--- config.mk ---
export PLATFORM = sky130hd
export DESIGN_NAME = psk_phase_gen
export DESIGN_NICKNAME = d
export VERILOG_FILES = /design/src/rtl/psk_phase_gen.sv
export SDC_FILE = /design/constraint.sdc
export NUM_CORES = 1
export LEC_CHECK = 0
export BUFFER_PORTS_ARGS = -buffer_cell sky130_fd_sc_hd__buf_2
export CAP_MARGIN = 20
export CORE_UTILIZATION = 50
export DETAILED_ROUTE_END_ITERATION = 10
export GPL_ROUTABILITY_DRIVEN = 0
export PLACE_DENSITY_LB_ADDON = 0.25
export SLEW_MARGIN = 10
export SYNTH_ARGS = -nofsm -noshare
export SYNTH_HDL_FRONTEND = slang
export SYNTH_SLANG_ARGS = --single-unit
export TNS_END_PERCENT = 30
--- constraint.sdc ---
create_clock -name clock -period 2.9 [get_ports clock]
set_clock_uncertainty 0.2 [all_clocks]
set_input_delay 0.435 -clock clock [delete_from_list [all_inputs] [get_ports clock]]
set_output_delay 0.435 -clock clock [all_outputs]
set_load 0.01 [all_outputs]
--- src/rtl/psk_phase_gen.sv ---
// rtl/psk_phase_gen.sv - M-PSK phase generator: NCO accumulator plus symbol phase offset
// Optional dither: define PSK_PHASE_GEN_DITHER_EN to add 16-bit LFSR dither below the output LSB.
module psk_phase_gen #(
  parameter int ACC_WIDTH       = 24,
  parameter int DATA_WIDTH      = 8,
  parameter int BITS_PER_SYM    = 1,
  parameter int SAMPLES_PER_SYM = 16
) (
  input  logic                    clock,
  input  logic                    reset,
  input  logic                    enable,
  input  logic [ACC_WIDTH-1:0]    freq_word,
  input  logic [BITS_PER_SYM-1:0] sym_data,
  input  logic                    sym_valid,
  output logic                    sym_ready,
  output logic [DATA_WIDTH-1:0]   phase,
  output logic                    phase_valid,
  output logic                    sym_strobe,
  output logic                    underrun
);

  localparam int CNT_W = $clog2(SAMPLES_PER_SYM);
  localparam logic [CNT_W-1:0] CNT_LAST = CNT_W'(SAMPLES_PER_SYM - 1);
  localparam int SYM_SHIFT = ACC_WIDTH - BITS_PER_SYM;
  localparam int TRUNC_SHIFT = ACC_WIDTH - DATA_WIDTH;

  typedef enum logic {IDLE, RUN} state_t;

  state_t                  state_q, state_d;
  logic [ACC_WIDTH-1:0]    acc_q, acc_d;
  logic [BITS_PER_SYM-1:0] sym_cur_q, sym_cur_d;
  logic [CNT_W-1:0]        cnt_q, cnt_d;
  logic [BITS_PER_SYM-1:0] hold_q, hold_d;
  logic                    hold_full_q, hold_full_d;
  logic [DATA_WIDTH-1:0]   phase_q, phase_d;
  logic                    phase_valid_q, phase_valid_d;
  logic                    sym_strobe_q, sym_strobe_d;
  logic                    underrun_q, underrun_d;

  logic                    boundary;
  logic                    take;
  logic                    accept;
  logic [BITS_PER_SYM-1:0] sym_sel;
  logic [ACC_WIDTH-1:0]    off;
  logic [ACC_WIDTH-1:0]    sum;

`ifdef PSK_PHASE_GEN_DITHER_EN
  localparam logic [ACC_WIDTH-1:0] DITH_MASK = (ACC_WIDTH'(1) << TRUNC_SHIFT) - ACC_WIDTH'(1);

  logic [15:0]          lfsr_q, lfsr_d;
  logic [ACC_WIDTH-1:0] dith;

  // Fibonacci LFSR (taps 16,14,13,11) stepping once per sample strike
  always_comb begin
    lfsr_d = lfsr_q;
    if (enable) begin
      lfsr_d = {lfsr_q[14:0], lfsr_q[15] ^ lfsr_q[13] ^ lfsr_q[12] ^ lfsr_q[10]};
    end
  end

  // LFSR register, reseeded on reset so the dither sequence is repeatable
  always_ff @(posedge clock or posedge reset) begin
    if (reset) begin
      lfsr_q <= 16'hACE1;
    end else begin
      lfsr_q <= lfsr_d;
    end
  end

  // Only the bits that truncation would discard receive dither
  always_comb begin
    dith = ACC_WIDTH'(lfsr_q) & DITH_MASK;
    sum  = acc_q + off + dith;
  end
`else
  // Plain truncation path
  always_comb begin
    sum = acc_q + off;
  end
`endif

  // Symbol-boundary decode and the fill-and-drain holding register handshake
  always_comb begin
    boundary  = (state_q == RUN) && (cnt_q == CNT_LAST);
    take      = enable && hold_full_q && ((state_q == IDLE) || boundary);
    sym_ready = ~hold_full_q | take;
    accept    = sym_valid && sym_ready;
    // Leaving IDLE, the held symbol drives this very sample so the symbol spans SAMPLES_PER_SYM outputs
    sym_sel   = ((state_q == IDLE) && take) ? hold_q : sym_cur_q;
    off       = ACC_WIDTH'(sym_sel) << SYM_SHIFT;
  end

  // Next-state: accumulator, symbol FSM, holding register and output pulses
  always_comb begin
    state_d       = state_q;
    acc_d         = acc_q;
    sym_cur_d     = sym_cur_q;
    cnt_d         = cnt_q;
    hold_d        = hold_q;
    hold_full_d   = hold_full_q;
    phase_d       = phase_q;
    phase_valid_d = enable;
    sym_strobe_d  = 1'b0;
    underrun_d    = 1'b0;

    // Intake is a pure handshake; it does not wait for a sample strike
    if (accept) begin
      hold_d      = sym_data;
      hold_full_d = 1'b1;
    end else if (take) begin
      hold_full_d = 1'b0;
    end

    if (enable) begin
      acc_d   = acc_q + freq_word;
      phase_d = DATA_WIDTH'(sum >> TRUNC_SHIFT);
      case (state_q)
        IDLE: begin
          if (hold_full_q) begin
            sym_cur_d    = hold_q;
            cnt_d        = CNT_W'(1);
            state_d      = RUN;
            sym_strobe_d = 1'b1;
          end
        end
        RUN: begin
          // cnt is 0 only on the first sample after a boundary hand-over
          sym_strobe_d = (cnt_q == '0);
          if (boundary) begin
            cnt_d = '0;
            if (hold_full_q) begin
              sym_cur_d = hold_q;
            end else begin
              sym_cur_d  = '0;
              underrun_d = 1'b1;
              state_d    = IDLE;
            end
          end else begin
            cnt_d = cnt_q + CNT_W'(1);
          end
        end
        default: state_d = IDLE;
      endcase
    end
  end

  // State registers
  always_ff @(posedge clock or posedge reset) begin
    if (reset) begin
      state_q       <= IDLE;
      acc_q         <= '0;
      sym_cur_q     <= '0;
      cnt_q         <= '0;
      hold_q        <= '0;
      hold_full_q   <= 1'b0;
      phase_q       <= '0;
      phase_valid_q <= 1'b0;
      sym_strobe_q  <= 1'b0;
      underrun_q    <= 1'b0;
    end else begin
      state_q       <= state_d;
      acc_q         <= acc_d;
      sym_cur_q     <= sym_cur_d;
      cnt_q         <= cnt_d;
      hold_q        <= hold_d;
      hold_full_q   <= hold_full_d;
      phase_q       <= phase_d;
      phase_valid_q <= phase_valid_d;
      sym_strobe_q  <= sym_strobe_d;
      underrun_q    <= underrun_d;
    end
  end

  assign phase       = phase_q;
  assign phase_valid = phase_valid_q;
  assign sym_strobe  = sym_strobe_q;
  assign underrun    = underrun_q;

endmodule
* Word level (Yosys, flattened, before mapping)
Index checks and enable logic that the tools add are counted.
** Word-level totals
- Register bits after elaboration :: 43
- Bits in latches :: 0
- RAM bits :: 0
- Bits in read-only memories :: 0
- Input port bits :: 29
- Output and inout port bits :: 12
- Memories :: 0
** Operators by class
- Add/subtract/negate cells :: 3
- Multiply operators :: 0
- Div/mod/pow operators :: 0
- $lt $le $gt $ge :: 0
- Equality and inequality tests :: 3
- Shifts and indexed selects :: 0
- Mux-type cells :: 19
- Bitwise logic cells :: 3
- Reductions and logical operators :: 10
** Operators with widths (count)
- 24-bit adder :: 2
- 1-bit two-way mux :: 13
- 4-bit two-way mux :: 2
- 4-bit case mux with 2 select lines :: 1
- 1-bit case mux with 2 select lines :: 3
- 1-bit logical AND :: 5
- 4-bit by 1-bit adder with 4-bit output, second input constant :: 1
- 4-bit equality test, second input constant :: 1
- 4-bit zero test :: 1
- 3-bit AND reduction :: 1
- 2-bit by 1-bit != test with 1-bit output, second input constant :: 1
- 2-bit != test, second input constant :: 1
- 1-bit inverter :: 2
- 2-bit AND reduction :: 1
- 2-bit nonzero test :: 1
- 1-bit logical OR :: 1
- 1-bit OR :: 1

* Depth between registers and ports, before layout
- Depth in word-level cells :: 7
- Gate-level depth with buffers :: 8
- Depth with buffers taken out :: 8

* Least setup slack after synthesis
Ideal clock, no wire load.
- Path type :: input port to flip-flop
- From :: input freq_word[0]
- To :: register acc_q[16]
- Setup time :: 125 ps
- Data arrival time :: 2223 ps
- Required time :: 2575 ps
- Path slack :: 352 ps
- Stages on the path :: 8
- Path buffers :: 0
- Path through :: ha_1 fa_1 a21oi_2 o221ai_2 a31oi_2 o31ai_1 xor2_1 mux2_2
** Between the ends
- Longest elaborated chain between the ends :: 1
** RTL lines
- from (decl) :: RTL line 12 : input logic [ACC_WIDTH-1:0] freq_word,
- 24-bit adder :: RTL line 115 : acc_d = acc_q + freq_word;
- to (signal assigned) :: RTL line 151 : acc_q <= '0;
- to (signal assigned) :: RTL line 162 : acc_q <= acc_d;
- to (decl) :: RTL line 30 : logic [ACC_WIDTH-1:0] acc_q, acc_d;
No other way between the ends.
A chain may end at the register's enable or synchronous reset.

* Final worst setup path
- From :: register acc_q[0]
- To :: register acc_q[16]
** Between the ends
- Longest elaborated chain between the ends :: 1
** RTL lines (RTL line)
- 24-bit adder :: 115
No other way between the ends.

==> results.md <==
- Outcome: completed
- FMAX: 0.373 GHz
- Drt drc: 0
- CTS tree: done
- Detailed-route via count: 2411
- Rel. slew slack: 0.631
- PostCTS Resize Cnt: 0
- Crit Path Class: flop to flop
- VDD IR-drop max: 423 uV
- Setup TNS Final: 0 ns
- Finish-stage setup viols: 0
- Period utilisation layout: 0.924
- Die area: 6370 sq um
- Initial antenna violation count: 0
- Fillers: 500
- First-pass GRT wire length: 10400 microns
- DIE WIDTH: 79.8 microns
- Yosys top cell by area: dfrtp_1
- CTS clk-pin slew, worst paths: 0.09 ns
- Warnings from Yosys: 0
- Most frequent cell after synthesis: dfrtp_1
- 1st-pass router iterations: 4
- Design Power: 3740 uW
- Number of synthesized flops with an enable pin: 0
- Hold slack: 0.0500 ns
- Antenna-violating nets left: 0
- GRT Residual Overflow: 0
- Hold buffer count at cts: 0
- CTS buffer count: 5
- Synth top area share: 0.356
- Drt wl/cell: 14.7 microns
- Core area: 5680 sq um
- # diodes: 0
- Fin cells: 419
- Post-synth top cells: dfrtp_1 (43), a21oi_1 (28), mux2_2 (27), ha_1 (25), nand2_1 (24)
- Mapped Cells: 306
- Pwr/cell area: 1100 nW/um^2
- Final Hold Fails: 0
- Register area share after synthesis: 0.356
- CTS H-tree depth: 2
- Largest cells by area after synthesis: dfrtp_1 (36%), ha_1 (10%), mux2_2 (10%)
- Post-synth ARST share: 1.00
- Cell Rows: 27
- GRT Total Usage: 0.208
- Final net count: 401
- IO Count: 41
- Max_cap viols: 0
- Share of cells above drive strength 1: 0.271
- Postcts setup bufs: 0
- Count of cell types in the netlist: 53
- R2R setup slack: 0.22 ns
- Syn avg cell area: 9.89 sq um
- Clock latency on the worst-skew pair: 0.31 ns
- Min-Delay Path Class: input pin to asynchronous set/reset pin
- Root Buffer: clkbuf_8
- Post-Syn Area: 3030 sq um
- Startpoint types: flop
- Worst Reg-to-Reg Cells: 8
- CP Data Arrival Time: 2.68 ns
- Clock Tree Buf Depth: 2
- Worst r2r dst: acc_q[16]
- Top FF cell, synth: dfrtp_1
- Cells after DPL: 411
- Post-route minimum period: 2.68 ns
- Post-DP Area: 3300 sq um
- Overall routed net length: 6170 microns
- Slew of the pin with the lowest slew margin: 0.548 ns
- RSZ-0062 raised after global routing: no
- Syn-to-layout area delta: 12.0%
- Lkg Pwr: 0.00149 uW
- Worst EP required: 2.90 ns
- Post-Syn Nets: 361
- Clk sink count: 43
- Synthesized flop and latch total: 43
- Die H: 79.8 microns
- Initial drt markers: 117
- Slew Limit Fails: 0
- PortBufs: 40
- CP Max Fanout: 3
- Largest net degree at the start of global routing: 45
- Number of global-route vias before repair: 2348
- Fin area: 3390 sq um
- Placed wire-length estimate: 4440 microns
- Vias per cell: 5.75
- CP Capture Type: flop
- Starting Density: 0.533
- Start of the worst register-to-register path: acc_q[0]
## power by group
part	total (uW)	switching [uW]	leakage, uW	internal [uW]
clock network	411	238	0.0000408	173
logic	2260	1210	0.000946	1060
registers	1060	184	0.000504	880
total	3740	1630	0.00149	2110
## worst max-delay path by stage
stage | startpoint | end | cells after the start
detailed placement | freq_word[0] | acc_q[16] | 9
CTS | acc_q[0] | acc_q[16] | 8
global placement | freq_word[0] | acc_q[16] | 9
floorplan | freq_word[0] | acc_q[16] | 8
finish | acc_q[0] | acc_q[16] | 8
global route | acc_q[0] | acc_q[16] | 8
## area by class of cell
cell class,instances,area [sq um],share of cell area
Clock buffer,5,68.8,0.0203
Clock inverter,3,23.8,0.00701
Inverter,13,48.8,0.0144
Multi-Input combinational cell,240,1860,0.549
Sequential cell,43,1080,0.317
Tap cell,72,90.1,0.0266
Timing Repair Buffer,43,223,0.0657
## placed cells by master (no fill, tap or decap), drive strengths merged, types with 2 or more instances in the layout
cell type and count:
inv 13, and3 3, a21o 2, dfrtp 43, a22o 2, mux2 27, nand4 4, nand3 13
o41a 2, ha 25, nor4 2, nor2 16, nor3 6, o21ai 18, clkbuf 5, a21oi 33
nand2 24, nand2b 2, clkinvlp 2, buf 43, o31ai 2, o21bai 4, a31oi 4, mux2i 3
o211ai 2, o22ai 2, and2 2, o41ai 2, a32o 2, xor2 5, a211oi 4, xnor2 14
## cells by family after synthesis
logic type,Yosys count,share of synthesized area
AOI/OAI and AO/OA,89,0.221
and+or+nand+nor,76,0.118
DFF,43,0.356
muxes,30,0.110
adders and majority gates,26,0.110
buffers and inverters,23,0.0298
xor gates and xnor gates,19,0.0550
## layer usage
layer / vias to the layer above / global-route usage / part of all wire
met2: 40 / 0.355 / 0.46
met3: 5 / 0.0423 / 0.036
met5: - / 0 / 0
li1: 1216 / - / -
met4: 0 / 0.0571 / 0.0099
met1: 1150 / 0.267 / 0.49
## metrics by stage
stage / setup slack, ns / utilization
floorplan: 0.352 / -
global placement: 0.141 / 0.581
detailed placement: 0.0666 / 0.581
CTS: 0.216 / 0.597
global route: 0.0625 / 0.597
finish: 0.222 / 0.597
## critical path, cell delays in order, from the launching register on
cell      delay (ns)
dfrtp_1         0.39
ha_1            0.22
fa_1            0.42
a21oi_2         0.31
o221ai_2        0.19
a31oi_2         0.31
o31ai_1         0.11
xor2_1          0.14
mux2_2          0.27
## state kept, by name, indices dropped and copies added (netlist names)
| signal | flops |
|---|---|
| acc_q | 24 |
| cnt_q | 4 |
| hold_full_q | 1 |
| hold_q | 1 |
| phase | 8 |
| phase_valid | 1 |
| state_q | 1 |
| sym_cur_q | 1 |
| sym_strobe | 1 |
| underrun | 1 |
Power figures use the tool's default switching activity.
